<file path="src/rtl/ddr_rx_pkg.sv">
// Shared encodings and constants for the HDR-DDR receive path.
package ddr_rx_pkg;

  localparam logic [1:0] RX_MODE_NONE     = 2'd0;
  localparam logic [1:0] RX_MODE_PREAMBLE = 2'd1;
  localparam logic [1:0] RX_MODE_DATA     = 2'd2;
  localparam logic [1:0] RX_MODE_CRC      = 2'd3;

  localparam logic [1:0] ST_IDLE  = 2'd0;
  localparam logic [1:0] ST_SHIFT = 2'd1;
  localparam logic [1:0] ST_DONE  = 2'd2;

  localparam int         CRC_W     = 5;
  localparam logic [4:0] CRC_POLY  = 5'b00101;
  localparam logic [4:0] CRC_SEED  = 5'h1F;
  localparam logic [3:0] CRC_TOKEN = 4'hC;

  localparam int DEF_WORD_BITS  = 16;
  localparam int DEF_PAR_BITS   = 2;
  localparam int DEF_TOKEN_BITS = 4;

  localparam int PRE_LEN  = 2;
  localparam int DATA_LEN = DEF_WORD_BITS + DEF_PAR_BITS;
  localparam int CRCW_LEN = DEF_TOKEN_BITS + CRC_W;

endpackage

</file>
<file path="src/rtl/ddr_crc5_serial.sv">
// Bit-serial Galois CRC (x^5+x^2+1 by default), MSB first; shared by RX and TX.
module ddr_crc5_serial
  import ddr_rx_pkg::*;
#(
  parameter int               WIDTH = 5,
  parameter logic [WIDTH-1:0] POLY  = ddr_rx_pkg::CRC_POLY,
  parameter logic [WIDTH-1:0] SEED  = ddr_rx_pkg::CRC_SEED
) (
  input  logic             clk,
  input  logic             rst_n,
  input  logic             load,
  input  logic             en,
  input  logic             din,
  output logic [WIDTH-1:0] crc
);

  logic fb;

  assign fb = crc[WIDTH-1] ^ din;

  // Seed load has priority so a coincident data bit is dropped.
  always_ff @(posedge clk or negedge rst_n) begin
    if (!rst_n)
      crc <= SEED;
    else if (load)
      crc <= SEED;
    else if (en)
      crc <= {crc[WIDTH-2:0], 1'b0} ^ (fb ? POLY : '0);
  end

endmodule

</file>
<file path="src/rtl/ddr_rx_deserializer.sv">
// HDR-DDR receive deserializer: samples SDA on both SCL edges and assembles
// preamble, parity-protected data words and CRC words with in-line checking.
module ddr_rx_deserializer
  import ddr_rx_pkg::*;
#(
  parameter int                    WORD_BITS  = 16,
  parameter int                    PAR_BITS   = 2,
  parameter int                    TOKEN_BITS = 4,
  parameter logic [TOKEN_BITS-1:0] CRC_TOKEN  = ddr_rx_pkg::CRC_TOKEN,
  parameter int                    CRC_BITS   = 5,
  parameter logic [CRC_BITS-1:0]   CRC_SEED   = ddr_rx_pkg::CRC_SEED
) (
  input  logic                 i_sys_clk,
  input  logic                 i_sys_rst,
  input  logic                 i_sclgen_scl_pos_edge,
  input  logic                 i_sclgen_scl_neg_edge,
  input  logic                 i_sdahnd_rx_sda,
  input  logic                 i_ddrccc_rx_en,
  input  logic [1:0]           i_ddrccc_rx_mode,
  input  logic                 i_ddrccc_crc_init,
  output logic [WORD_BITS-1:0] o_regfcrc_rx_data_out,
  output logic [1:0]           o_ddrccc_pre,
  output logic                 o_ddrccc_rx_mode_done,
  output logic                 o_ddrccc_error,
  output logic [CRC_BITS-1:0]  o_rx_crc
);

  localparam int D_LEN = WORD_BITS + PAR_BITS;
  localparam int C_LEN = TOKEN_BITS + CRC_BITS;
  localparam int SH_W  = (D_LEN > C_LEN) ? D_LEN : C_LEN;
  localparam int CNT_W = $clog2(SH_W + 1);

  function automatic logic [1:0] parity_of(input logic [WORD_BITS-1:0] w);
    logic pa1;
    logic pa0;
    pa1 = 1'b0;
    pa0 = 1'b1;
    for (int i = 0; i < WORD_BITS; i++) begin
      if (i % 2 == 1) pa1 ^= w[i];
      else            pa0 ^= w[i];
    end
    return {pa1, pa0};
  endfunction

  logic [1:0]           state;
  logic [1:0]           cur_mode;
  logic [1:0]           fmode;
  logic [CNT_W-1:0]     cnt;
  logic [CNT_W-1:0]     idx;
  logic [CNT_W-1:0]     flen;
  logic [SH_W-2:0]      sh;
  logic [SH_W-1:0]      field;
  logic [WORD_BITS-1:0] word;
  logic [CRC_BITS-1:0]  crc;
  logic [CRC_BITS-1:0]  crc_snap;
  logic                 sample;
  logic                 start;
  logic                 abort;
  logic                 take;
  logic                 last;
  logic                 crc_en;
  logic                 field_err;

  assign sample = i_ddrccc_rx_en & (i_sclgen_scl_pos_edge | i_sclgen_scl_neg_edge);
  assign start  = sample && (i_ddrccc_rx_mode != RX_MODE_NONE) && (state != ST_SHIFT);
  assign abort  = (state == ST_SHIFT) && (!i_ddrccc_rx_en || (i_ddrccc_rx_mode != cur_mode));
  assign take   = start || ((state == ST_SHIFT) && !abort && sample);
  assign fmode  = start ? i_ddrccc_rx_mode : cur_mode;
  assign idx    = start ? '0 : cnt;
  assign last   = take && (idx == flen - CNT_W'(1));
  assign field  = {sh, i_sdahnd_rx_sda};
  assign word   = field[D_LEN-1:PAR_BITS];
  assign crc_en = take && (fmode == RX_MODE_DATA) && (idx < CNT_W'(WORD_BITS));

  always_comb begin
    flen      = CNT_W'(PRE_LEN);
    field_err = 1'b0;
    case (fmode)
      RX_MODE_DATA: begin
        flen      = CNT_W'(D_LEN);
        field_err = (field[1:0] != parity_of(word));
      end
      RX_MODE_CRC: begin
        flen      = CNT_W'(C_LEN);
        field_err = (field[C_LEN-1:CRC_BITS] != CRC_TOKEN) ||
                    (field[CRC_BITS-1:0] != crc_snap);
      end
      default: ;
    endcase
  end

  ddr_crc5_serial #(
    .WIDTH (CRC_BITS),
    .SEED  (CRC_SEED)
  ) u_crc (
    .clk   (i_sys_clk),
    .rst_n (i_sys_rst),
    .load  (i_ddrccc_crc_init),
    .en    (crc_en),
    .din   (i_sdahnd_rx_sda),
    .crc   (crc)
  );

  assign o_rx_crc = crc;

  // Field sequencing; outputs are registered on the last-bit sample so they
  // are valid in the same cycle as the done pulse.
  always_ff @(posedge i_sys_clk or negedge i_sys_rst) begin
    if (!i_sys_rst) begin
      state                 <= ST_IDLE;
      cur_mode              <= RX_MODE_NONE;
      cnt                   <= '0;
      o_ddrccc_rx_mode_done <= 1'b0;
      o_ddrccc_error        <= 1'b0;
      o_regfcrc_rx_data_out <= '0;
      o_ddrccc_pre          <= '0;
    end else begin
      o_ddrccc_rx_mode_done <= last;
      o_ddrccc_error        <= last && field_err;
      if (abort) begin
        state <= ST_IDLE;
        cnt   <= '0;
      end else if (take) begin
        cur_mode <= fmode;
        if (last) begin
          state <= ST_DONE;
          cnt   <= '0;
        end else begin
          state <= ST_SHIFT;
          cnt   <= idx + CNT_W'(1);
        end
      end else if (state == ST_DONE) begin
        state <= ST_IDLE;
      end
      if (last && (fmode == RX_MODE_DATA))
        o_regfcrc_rx_data_out <= word;
      if (last && (fmode == RX_MODE_PREAMBLE))
        o_ddrccc_pre <= field[1:0];
    end
  end

  // Datapath: shift register and CRC snapshot taken at the start of a CRC word.
  always_ff @(posedge i_sys_clk) begin
    if (take)
      sh <= field[SH_W-2:0];
    if (start && (i_ddrccc_rx_mode == RX_MODE_CRC))
      crc_snap <= crc;
  end

endmodule

</file>
<file path="config.mk">
export PLATFORM = sky130hd
export DESIGN_NAME = ddr_rx_deserializer
export DESIGN_NICKNAME = d
export VERILOG_FILES = /design/src/rtl/ddr_rx_pkg.sv /design/src/rtl/ddr_crc5_serial.sv /design/src/rtl/ddr_rx_deserializer.sv
export SDC_FILE = /design/constraint.sdc
export NUM_CORES = 1
export LEC_CHECK = 0
export BUFFER_PORTS_ARGS = -buffer_cell sky130_fd_sc_hd__buf_2
export CORE_UTILIZATION = 25
export DETAILED_ROUTE_END_ITERATION = 10
export HOLD_SLACK_MARGIN = 0.15
export SLEW_MARGIN = 20
export SYNTH_ARGS = -nofsm -noshare
export SYNTH_HDL_FRONTEND = slang
export SYNTH_SLANG_ARGS = --single-unit
</file>
<file path="constraint.sdc">
create_clock -name i_sys_clk -period 3.7 [get_ports i_sys_clk]
set_clock_uncertainty 0.2 [all_clocks]
set_input_delay 0.37 -clock i_sys_clk [delete_from_list [all_inputs] [get_ports i_sys_clk]]
set_output_delay 0.37 -clock i_sys_clk [all_outputs]
set_load 0.01 [all_outputs]
</file>
After elaboration in Yosys (flattened, before gate mapping)
Cells that the tools add are included.
- bits in registers: 56
- input bits: 9
- output and inout port bits: 25
- logic and storage cells: 97
- add/sub/neg operators: 2
- order comparisons: 1
- equality and inequality tests: 12
- multiplexer cells: 30
- bitwise operators: 20
- reductions and logical operators: 22
- operator list (operator ; count):
    $mux W5 ; 6
    $mux W1 ; 16
    $xor A1 B1 Y1 ; 15
    $logic_and A1 B1 Y1 ; 12
    $mux W2 ; 5
    $pmux W5 S2 ; 1
    $eq A2 B2 Y1 const B ; 4
    $reduce_bool A2 Y1 ; 3
    $add A5 B1 Y5 const B ; 1
    $eq A5 B5 Y1 ; 1
    $lt A5 B5 Y1 const B ; 1
    $ne A5 B5 Y1 ; 1
    $sub A5 B1 Y5 const B ; 1
    $xor A5 B5 Y5 ; 1
    $eq A2 B1 Y1 const B ; 2
    $ne A2 B2 Y1 ; 2
    $ne A4 B4 Y1 const B ; 1
    $logic_or A1 B1 Y1 ; 3
    $mux W3 ; 1
    $reduce_bool A3 Y1 ; 1
    $logic_not A1 Y1 ; 2
    $ne A2 B1 Y1 const B ; 1
    $not A1 Y1 ; 2
    $pmux W1 S2 ; 1
    other kinds (3) ; 3

Depth between registers and ports, before layout
Gate-level depths: netlist of run 1.
- depth in word-level cells: 24
- gate-level depth with buffers: 9
- mapped depth without buffers: 8

Hierarchy
Synthesis of run 1 repeated with hierarchy kept, for this count alone.
- cell total of the unflattened synthesis: 181
- area, all modules: 2522.4 um^2
- modules (own cells, without submodules) (module ; instances ; cells an instance ; area each (um^2) ; sequential area each (um^2)):
    ddr_rx_deserializer ; 1 ; 163 ; 2275.9 ; 1386.3
    ddr_crc5_serial ; 1 ; 18 ; 246.5 ; 131.4

Worst setup path after synthesis of run 1
No wires, ideal clock.
- path type: reg-to-reg
- start: register cur_mode[0]
- end: register cnt[2]
- setup time: 0.085 ns
- arrival time: 2.732 ns
- data required time: 3.415 ns
- slack: 0.683 ns
- cell stages (with the launch flop): 7
- path buffers: 1
- period minus slack after synthesis: 3.017 ns
- cells stage by stage: dfrtp_1 > buf_2 > xnor2_1 > a31oi_1 > a211oi_1 > a31oi_1 > o22ai_1
- longest elaborated chain between the ends: 11
- elaborated cells between the ends (all ways): 18
- those cells by class: 1 x add/sub; 4 x eq/ne; 5 x mux; 8 x reduce/logical
- RTL lines (item ; line ; text):
    from (decl) ; ddr_rx_deserializer.sv:46 ; logic [1:0] cur_mode;
    from (signal assigned) ; ddr_rx_deserializer.sv:124 ; cur_mode <= fmode;
    $ne A2 B2 Y1 (*) ; ddr_rx_deserializer.sv:66 ; assign abort = (state == ST_SHIFT) && (!i_ddrccc_rx_en || (i_ddrccc_rx_mode != cur_mode));
    $logic_or A1 B1 Y1 (*) ; ddr_rx_deserializer.sv:66 ;
    $logic_and A1 B1 Y1 (*) ; ddr_rx_deserializer.sv:66 ;
    $logic_not A1 Y1 (*) ; ddr_rx_deserializer.sv:67 ; assign take = start || ((state == ST_SHIFT) && !abort && sample);
    $logic_and A1 B1 Y1 (*) (2 in series) ; ddr_rx_deserializer.sv:67 ;
    $logic_or A1 B1 Y1 (*) ; ddr_rx_deserializer.sv:67 ;
    named net take ; ddr_rx_deserializer.sv:59 ; logic take;
    $logic_and A1 B1 Y1 ; ddr_rx_deserializer.sv:70 ; assign last = take && (idx == flen - CNT_W'(1));
    $mux W5 ; ddr_rx_deserializer.sv:125 ; if (last) begin
    $mux W5 ; ddr_rx_deserializer.sv:123 ; end else if (take) begin
    $mux W5 ; ddr_rx_deserializer.sv:120 ; if (abort) begin
    to (signal assigned) ; ddr_rx_deserializer.sv:130 ; cnt <= idx + CNT_W'(1);
    to (decl) ; ddr_rx_deserializer.sv:48 ; logic [CNT_W-1:0] cnt;
The timed path passes the listed nets; every way through them passes the cells marked *. The select of a mux whose other input is x is not followed.
A chain may end at the register's enable or synchronous reset.

Worst setup path after layout of run 1
- start: register cur_mode[0]
- end: register o_ddrccc_pre[0]
- longest elaborated chain between the ends: 9
- elaborated cells between the ends (all ways): 16
- those cells by class: 1 x add/sub; 5 x eq/ne; 2 x mux; 8 x reduce/logical
- RTL lines (item ; line ; text):
    parallel branches: the longest is 8 deep, another holds $sub A5 B1 Y5 ; - ;
    $logic_and A1 B1 Y1 (*) ; ddr_rx_deserializer.sv:137 ; if (last && (fmode == RX_MODE_PREAMBLE))
    to (signal assigned) ; ddr_rx_deserializer.sv:138 ; o_ddrccc_pre <= field[1:0];
    to (decl) ; ddr_rx_deserializer.sv:22 ; output logic [1:0] o_ddrccc_pre,
Mark *: on every way between the ends.

==> impl_metrics.py, run 1 <==
metrics = {
    "outcome": {
        "status": "completed",
    },
    "die": {
        "start_util_pct": 25.7,
        "fp.dieW_um": 102,
        "die-area_um2": 10400,
        "rows": 36,
        "fp.coreArea_um2": 9730,
        "die_y_um": 102,
        "pin_count": 34,
    },
    "routing": {
        "drt-initial-drc-count": 26,
        "num_vias": 1560,
        "routed_wl_mm": 4.88,
        "via_per_inst": 4.37,
        "ant_nets": 0,
        "drt_first_pass_iters": 4,
        "wire_per_inst_um": 13.7,
        "remaining_drc_errors": 0,
    },
    "global_routing": {
        "grt_pass1_wl_mm": 8.19,
        "grt_pass1_vias": 1600,
        "grt_antenna_before_repair": 0,
        "grt_usage_pct": 10.3,
        "overflow": 0,
        "grt_max_degree": 35,
    },
    "timing": {
        "setup_tns_ns": 0,
        "max_freq_mhz": 414,
        "setup_viol": 0,
        "maxSlewHeadroom_pct": 47.3,
        "worst_slew_pin_slew_ns": 0.791,
        "fin_ws_ns": 1.29,
        "period_needed_ns": 2.41,
        "finalHoldViolations": 0,
        "rsz0062_at_grt": "no",
        "drv_slew": 0,
        "post-route-period-util_pct": 65.3,
    },
    "synthesis": {
        "synth-seq-cells": 56,
        "synthMuxAreaShare_pct": 8.09,
        "synth_simple_gate_area_share_pct": 9.49,
        "synth-main-ff-cell": "dfrtp_1",
        "netlist_area_um2": 2500,
        "synth_edf_count": 22,
        "syn_inst": 186,
        "synth_compound_area_share_pct": 8.14,
        "synth_fa_ha_area_share_pct": 0.500,
        "synth_top_family_by_area": "XOR/XNOR gates",
        "synth-async-reset-ratio_pct": 60.7,
        "synth_cell_types": 43,
        "synthesis.nets": 196,
        "avgSynthCellArea_um2": 13.5,
        "yosys_warnings": 0,
        "seq_area_frac_synth_pct": 60.6,
        "synth_xor_area_share_pct": 10.2,
    },
    "setup_path": {
        "cp_max_fo": 8,
        "crit_type": "flop to flop",
        "cp_cell_sequence": "or2b_1 > xnor2_1 > or4_1 > nor4_4 > mux2_1",
        "worstRegToRegCells": 5,
        "crit_cells": 5,
        "cp_data_required_time_ns": 3.70,
        "endpoint_kind": "flop",
        "critPathTopFamily": "simple AND/OR/NAND/NOR gates",
        "max_stage_delay_ns": 0.58,
        "crit_slowest_cell": "or4_1",
        "worstPathArrival_ns": 2.41,
        "rrSetupSlack_ns": 1.29,
        "critPathBufInv": 0,
        "cp-start-kind": "flop",
    },
    "clock_tree": {
        "clk_latency_ns": 0.31,
        "ctsResizeCount": 0,
        "clockRootBuffer": "clkbuf_8",
        "clockBufferDepth": 2,
        "clock_sinks": 56,
        "cts_tree": "yes",
        "clk_pin_slew_ns": 0.10,
        "htreeDepth": 2,
        "cts_made_buffers": 5,
    },
    "cells_and_area": {
        "post-route-util_pct": 30.1,
        "final_common_cell": "buf_2",
        "area_growth_syn_to_layout_pct": 17.1,
        "nets": 233,
        "layout_common_cells": "33 x buf_2, 29 x dfrtp_1, 22 x edfxtp_1",
        "diodes": 0,
        "drive_gt1_share_pct": 30.4,
    },
    "hold_path": {
        "hold_path.class": "primary input to flop",
        "hold_depth": 1,
    },
    "placed_design": {
        "routabilityCongestion": 0.821,
        "dp_hpwl_mm": 3.50,
        "portBuffers": 33,
        "place_ws_ns": 1.28,
    },
    "power_and_ir_drop": {
        "irDropWorstVdd_uv": 199,
        "power_density_nw_per_um2": 527,
        "power_uw": 1550,
        "leakagePower_uw": 0.00129,
    },
    "flow_run": {
        "cap_violations": 0,
    },
}
flip-flops by register name, summed over array words and instances, names as in the netlist:
register,count
u_crc.crc,5
cur_mode,2
cnt,5
sh,17
o_ddrccc_rx_mode_done,1
o_ddrccc_error,1
o_ddrccc_pre,2
state,2
crc_snap,5
o_regfcrc_rx_data_out,16
layer usage:
metal	GRT usage (%)	wire [um]	up-vias
li1	-	-	736
met1	13.0	2280	780
met2	17.3	2300	39
met3	2.53	250	5
met4	3.30	53	0
met5	0	0	-
logic make-up (layout without fill, tap and decap cells):
| logic type | after synthesis | in the layout |
|---|---|---|
| flip-flops | 56 | 56 |
| AND/OR/NAND/NOR | 40 | 40 |
| AO/OA/AOI/OAI | 28 | 28 |
| XOR/XNOR | 26 | 26 |
| multiplexers | 18 | 18 |
| buffers and inverters | 17 | 55 |
| adder cells (fa/ha/maj) | 1 | 1 |
stage by stage:
stage                     hold WS [ns]  std cells  instance area [um^2]
after floorplan                 -0.126        186                  2500
after global placement           0.269        347                  2820
after detailed placement         0.271        347                  2820
after CTS                        0.153        357                  2930
after global routing             0.155        357                  2930
final                            0.151        357                  2930
layout make-up:
type                       instances  area (um^2)
clock buffer                       7         86.3
clock inverter                     1         7.51
fill                            1023         6800
inverter                          10         37.5
multi-input combinational        113          917
sequential                        56         1520
tap                              133          166
timing repair buffer              37          200
what timing repair did:
action / in CTS / in global routing
hold endpoints to repair: 34 / 0
hold buffers: 2 / 0
setup buffers: 0 / 0
endpoints found under the setup margin: 0 / 0
cell usage after synthesis (3+ instances only):
cell type,number,area (um^2)
dfrtp_1,29,726
mux2_2,16,180
o21ai_0,7,35.0
xnor2_1,18,158
buf_2,3,15.0
dfstp_2,5,131
a21oi_1,3,15.0
nor2_1,9,33.8
xor2_1,6,52.6
edfxtp_1,22,661
nand2_1,6,22.5
a31oi_1,3,18.8
or3_1,3,18.8
nor3_1,3,15.0
inv_1,10,37.5
a211o_1,5,43.8
clkbuf_1,3,11.3
nand4_1,4,25.0
power by group:
part	total (uW)	switching (uW)	internal (uW)
clock	352	199	153
sequential	815	81.7	734
combinational	380	199	181
total	1550	480	1070
path summary, 6_finish.rpt:
check | to | from
hold / removal | sh[0]$_DFFE_PN_ | i_sdahnd_rx_sda
setup / recovery | o_ddrccc_pre[0]$_DFFE_PN0P_ | cur_mode[0]$_DFFE_PN0P_
max in group asynchronous | o_ddrccc_rx_mode_done$_DFF_PN0_ | i_sys_rst
hold reg to reg | o_ddrccc_pre[0]$_DFFE_PN0P_ | o_ddrccc_pre[0]$_DFFE_PN0P_
min in group asynchronous | o_regfcrc_rx_data_out[6]$_DFFE_PN0P_ | i_sys_rst
setup reg to reg | o_ddrccc_pre[0]$_DFFE_PN0P_ | cur_mode[0]$_DFFE_PN0P_
Power figures use the tool's default switching activity.
==> run 2, diff against run 1 <==
- clock period: 3.7 -> 2.4 ns (I/O delays scaled with it)
==> run 2 against run 1 <==
  * Global-route usage is 0.20 points lower
  * Core utilization is 1.1 points higher
  * Sequential share of layout area is 1.8 points lower
  * Cell count is 1.7% higher
  * Register-to-register slack worse by 1.1 ns
  * Sequential power is 52% higher
  * Total power is 69% higher
  * Non-clock buffer count is 6 higher
  * Critical path depth stayed put
  * Largest cell class unchanged
==> impl_metrics.py, run 2 (synthesis results as in run 1) <==
metrics = {
    "timing": {
        "setup_viol": 0,
        "period_needed_ns": 2.26,
        "post-route-period-util_pct": 94.2,
        "worst_slew_pin_slew_ns": 0.817,
        "drv_slew": 0,
        "finalHoldViolations": 0,
        "max_freq_mhz": 442,
        "maxSlewHeadroom_pct": 45.5,
        "rsz0062_at_grt": "no",
        "setup_tns_ns": 0,
    },
    "clock_tree": {
        "ctsResizeCount": 0,
        "clockBufferDepth": 2,
        "clock_sinks": 56,
        "clockRootBuffer": "clkbuf_8",
        "clk_latency_ns": 0.30,
        "cts_tree": "yes",
        "cts_made_buffers": 5,
        "htreeDepth": 2,
        "clk_pin_slew_ns": 0.09,
        "post_cts_buffers": 0,
    },
    "global_routing": {
        "overflow": 0,
        "grt_usage_pct": 10.1,
        "grt_pass1_vias": 1588,
        "grt_max_degree": 35,
        "grt_pass1_wl_mm": 8.04,
        "grt_antenna_before_repair": 0,
    },
    "cells_and_area": {
        "drive_gt1_share_pct": 32.2,
        "final_common_cell": "buf_2",
        "final_cell_count_no_fill": 363,
        "layout_common_cells": "33 x buf_2, 29 x dfrtp_1, 22 x edfxtp_1",
        "reg_top3": "sh x17, o_regfcrc_rx_data_out x16",
        "multiInputGateArea_um2": 917,
        "fill_cells": 1037,
        "nets": 239,
        "diodes": 0,
        "largest_register": "sh",
        "post-route-util_pct": 31.2,
        "area_growth_syn_to_layout_pct": 21.2,
        "regArea_um2": 1520,
        "largest_reg_flops": 17,
    },
    "routing": {
        "drt-initial-drc-count": 26,
        "via_per_inst": 4.27,
        "routed_wl_mm": 4.66,
        "num_vias": 1550,
        "remaining_drc_errors": 0,
        "drt_first_pass_iters": 4,
        "wire_per_inst_um": 12.8,
        "ant_nets": 0,
    },
    "power_and_ir_drop": {
        "power_uw": 2610,
        "leakagePower_uw": 0.00135,
        "irDropWorstVdd_uv": 352,
        "power_density_nw_per_um2": 859,
    },
    "flow_run": {
        "cap_violations": 0,
    },
    "die": {
        "fp.coreArea_um2": 9730,
        "die-area_um2": 10400,
        "die_y_um": 102,
        "fp.dieW_um": 102,
        "start_util_pct": 25.7,
        "pin_count": 34,
        "rows": 36,
    },
    "setup_path": {
        "crit_type": "flop to flop",
        "critPathTopFamily": "simple AND/OR/NAND/NOR gates",
        "cp_cell_sequence": "or2b_1 > xnor2_1 > or4_1 > nor4_4 > mux2_1",
        "critPathBufInv": 0,
        "cp_data_required_time_ns": 2.39,
        "endpoint_kind": "flop",
        "cp_max_fo": 4,
        "crit_slowest_cell": "or4_1",
        "max_stage_delay_ns": 0.50,
        "worstPathArrival_ns": 2.25,
        "cp-start-kind": "flop",
    },
    "placed_design": {
        "portBuffers": 33,
        "dp_hpwl_mm": 3.44,
        "routabilityCongestion": 0.794,
        "placedCellCount": 352,
    },
    "outcome": {
        "status": "completed",
    },
    "hold_path": {
        "hold_path.class": "primary input to flop",
    },
}
[run 2: cell count changes in the layout (fill, tap and decap cells not counted), sizes merged]
cell         delta
clkbuf          -2
buf             +5
bufinv          +2
clkinvlp        -1
dlygate4sd3     +1
inv             +1
[run 2: metal layers]
metal	share of wire [%]	GRT usage (%)
met5	0	0
met3	3.9	2.39
met1	50	13.2
met2	45	16.8
met4	0.52	2.64
[run 2: final timing paths]
check / startpoint / end / slack (ns) / depth (start not counted)
max: cur_mode[0]$_DFFE_PN0P_ / o_ddrccc_pre[1]$_DFFE_PN0P_ / 0.14 / 5
min reg2reg: o_ddrccc_pre[0]$_DFFE_PN0P_ / o_ddrccc_pre[0]$_DFFE_PN0P_ / 0.29 / 1
min in group asynchronous: i_sys_rst / state[0]$_DFFE_PN0P_ / 0.36 / 2
max in group asynchronous: i_sys_rst / o_regfcrc_rx_data_out[15]$_DFFE_PN0P_ / 1.13 / 2
min: i_ddrccc_rx_en / state[0]$_DFFE_PN0P_ / 0.19 / 3
max reg2reg: cur_mode[0]$_DFFE_PN0P_ / o_ddrccc_pre[1]$_DFFE_PN0P_ / 0.14 / 5
[run 2: power breakdown]
group,leakage [uW],switching [uW],internal [uW]
Clock,0.0000687,306,420
Sequential,0.000649,105,1130
Combinational,0.000629,324,322
[run 2: tightest hold or removal path, cell delays in order]
cell and delay, ns:
buf_2 0.12, a31oi_1 0.21, nor3_1 0.09
[run 2: area by class of cell]
class	instances	share of cell area, %
clock buffers	5	2.27
clock inverters	3	2.27
inverters	10	1.24
multi-input cells	113	30.2
flip-flops and latches	56	50.0
well taps	133	5.48
repair buffers	43	8.57
[run 2: through the flow]
stage / hold WS, ns / instance area [um^2] / setup WS (ns)
2_1_floorplan: -0.256 / 2510 / 0.0343
3_3_place_gp: 0.173 / 2870 / 0.193
3_5_place_dp: 0.185 / 2870 / 0.135
4_1_cts: 0.178 / 3040 / 0.119
5_1_grt: 0.197 / 3040 / 0.0357
6_report: 0.192 / 3040 / 0.138
[run 2: repair_timing]
action	4_1_cts	5_1_grt
hold buffers	3	0
setup endpoints to repair	0	0
endpoints found under the hold margin	36	0
==> run 3, diff against run 2 <==
- CAP_MARGIN: not set -> 10
- PLACE_DENSITY_LB_ADDON: not set -> 0.3
==> run 3 against run 2 <==
  * Critical path depth unchanged
  * Routed wire length increased by 6.0%
  * Die area unchanged
  * Core utilization decreased by 0.42 points
  * Design area decreased by 1.4%
  * Sequential share of layout area increased by 0.69 points
  * Hold slack improved by 0.037 ns
  * Highest routed layer unchanged
  * Sequential power about the same
  * Largest power group unchanged
  * First-iteration DRC count increased by 130%
==> impl_metrics.py, run 3 (synthesis results as in run 1) <==
metrics = {
    "setup_path": {
        "cp_max_fo": 4,
        "cp_data_required_time_ns": 2.39,
        "endpoint_kind": "flop",
        "crit_slowest_cell": "or4_1",
        "cp_cell_sequence": "or2b_1 > xnor2_1 > or4_1 > nor4_4 > mux2_1",
        "crit_type": "flop to flop",
        "critPathTopFamily": "simple AND/OR/NAND/NOR gates",
        "max_stage_delay_ns": 0.50,
        "worstPathArrival_ns": 2.23,
        "critPathBufInv": 0,
        "cp-start-kind": "flop",
    },
    "routing": {
        "ant_nets": 0,
        "drt-initial-drc-count": 61,
        "remaining_drc_errors": 0,
        "routed_wl_mm": 4.94,
        "via_per_inst": 4.20,
        "wire_per_inst_um": 13.6,
        "drt_first_pass_iters": 4,
        "num_vias": 1530,
    },
    "global_routing": {
        "grt_antenna_before_repair": 0,
        "grt_pass1_wl_mm": 8.10,
        "overflow": 0,
        "grt_usage_pct": 10.2,
        "grt_pass1_vias": 1548,
        "grt_max_degree": 35,
    },
    "clock_tree": {
        "ctsResizeCount": 0,
        "hold_buffers": 3,
        "cts_tree": "yes",
        "clockBufferDepth": 2,
        "post_cts_buffers": 0,
        "clock_sinks": 56,
        "clk_latency_ns": 0.31,
        "htreeDepth": 2,
        "clockRootBuffer": "clkbuf_8",
        "clk_pin_slew_ns": 0.09,
        "cts_made_buffers": 5,
    },
    "cells_and_area": {
        "area_growth_syn_to_layout_pct": 19.6,
        "largest_reg_flops": 17,
        "fill_cells": 1011,
        "layout_common_cells": "33 x buf_2, 29 x dfrtp_1, 22 x edfxtp_1",
        "multiInputGateArea_um2": 917,
        "final_common_cell": "buf_2",
        "drive_gt1_share_pct": 32.5,
        "regArea_um2": 1520,
        "diodes": 0,
        "largest_register": "sh",
        "nets": 240,
        "reg_top3": "sh x17, o_regfcrc_rx_data_out x16",
    },
    "die": {
        "rows": 36,
        "die_y_um": 102,
        "start_util_pct": 25.7,
        "fp.coreArea_um2": 9730,
        "pin_count": 34,
        "die-area_um2": 10400,
        "fp.dieW_um": 102,
    },
    "flow_run": {
        "cap_violations": 0,
    },
    "hold_path": {
        "hold_path.class": "primary input to flop",
    },
    "timing": {
        "fin_ws_ns": 0.155,
        "rsz0062_at_grt": "no",
        "setup_viol": 0,
        "finalHoldViolations": 0,
        "setup_tns_ns": 0,
        "worst_slew_pin_slew_ns": 0.794,
        "post-route-period-util_pct": 93.6,
        "period_needed_ns": 2.25,
        "max_freq_mhz": 445,
        "drv_slew": 0,
        "maxSlewHeadroom_pct": 47.1,
    },
    "power_and_ir_drop": {
        "leakagePower_uw": 0.00133,
        "irDropWorstVdd_uv": 354,
        "power_density_nw_per_um2": 810,
    },
    "outcome": {
        "status": "completed",
    },
    "placed_design": {
        "portBuffers": 33,
        "place_ws_ns": 0.154,
        "dp_hpwl_mm": 3.60,
        "routabilityCongestion": 0.774,
    },
}
[run 3: cell count changes in the layout (fill, tap and decap cells not counted)]
| cell | delta |
|---|---|
| buf_4 | +1 |
| clkinv_2 | +1 |
| bufinv_16 | -2 |
| inv_4 | +1 |
[run 3: per-layer routing]
layer	track usage, %	up-vias	wire length (um)
met3	2.87	2	199
met1	13.6	747	2430
li1	-	754	-
met2	16.4	27	2290
met4	2.31	0	19
met5	0	-	0
[run 3: metrics by stage]
stage	power [uW]	hold WS (ns)	instance area [um^2]	util, %	cells
2_1_floorplan	1710	-0.256	2510	-	186
3_3_place_gp	1920	0.178	2880	29.6	353
3_5_place_dp	1920	0.188	2880	29.6	353
4_1_cts	2460	0.220	3000	30.8	364
5_1_grt	2590	0.255	3000	30.8	364
6_report	2430	0.229	3000	30.8	364
[run 3: layout make-up]
class                           count  share of cell area, %
Clock buffer                        5                   2.30
Clock inverter                      3                  0.668
Inverter                           10                   1.25
Multi-Input combinational cell    113                   30.6
Sequential cell                    56                   50.7
Tap cell                          133                   5.56
Timing Repair Buffer               44                   8.94
[run 3: power breakdown]
part           switching [uW]  internal [uW]
combinational             345            326
sequential                102           1130
clock                     313            209
[run 3: path summary, 6_finish.rpt]
path | start | end | slack [ns] | cells past startpoint
max | cur_mode[0]$_DFFE_PN0P_ | o_ddrccc_pre[1]$_DFFE_PN0P_ | 0.15 | 5
min | i_ddrccc_rx_en | state[0]$_DFFE_PN0P_ | 0.23 | 3
max reg2reg | cur_mode[0]$_DFFE_PN0P_ | o_ddrccc_pre[1]$_DFFE_PN0P_ | 0.15 | 5
min reg2reg | o_ddrccc_pre[0]$_DFFE_PN0P_ | o_ddrccc_pre[0]$_DFFE_PN0P_ | 0.31 | 1
max in group asynchronous | i_sys_rst | state[0]$_DFFE_PN0P_ | 1.14 | 2
min in group asynchronous | i_sys_rst | o_regfcrc_rx_data_out[1]$_DFFE_PN0P_ | 0.35 | 2
[run 3: tightest hold or removal path, delay by kind of cell]
family	cells	cell delay (ns)
buffers and inverters	1	0.14
AND/OR/NAND/NOR	1	0.09
AO/OA/AOI/OAI	1	0.23
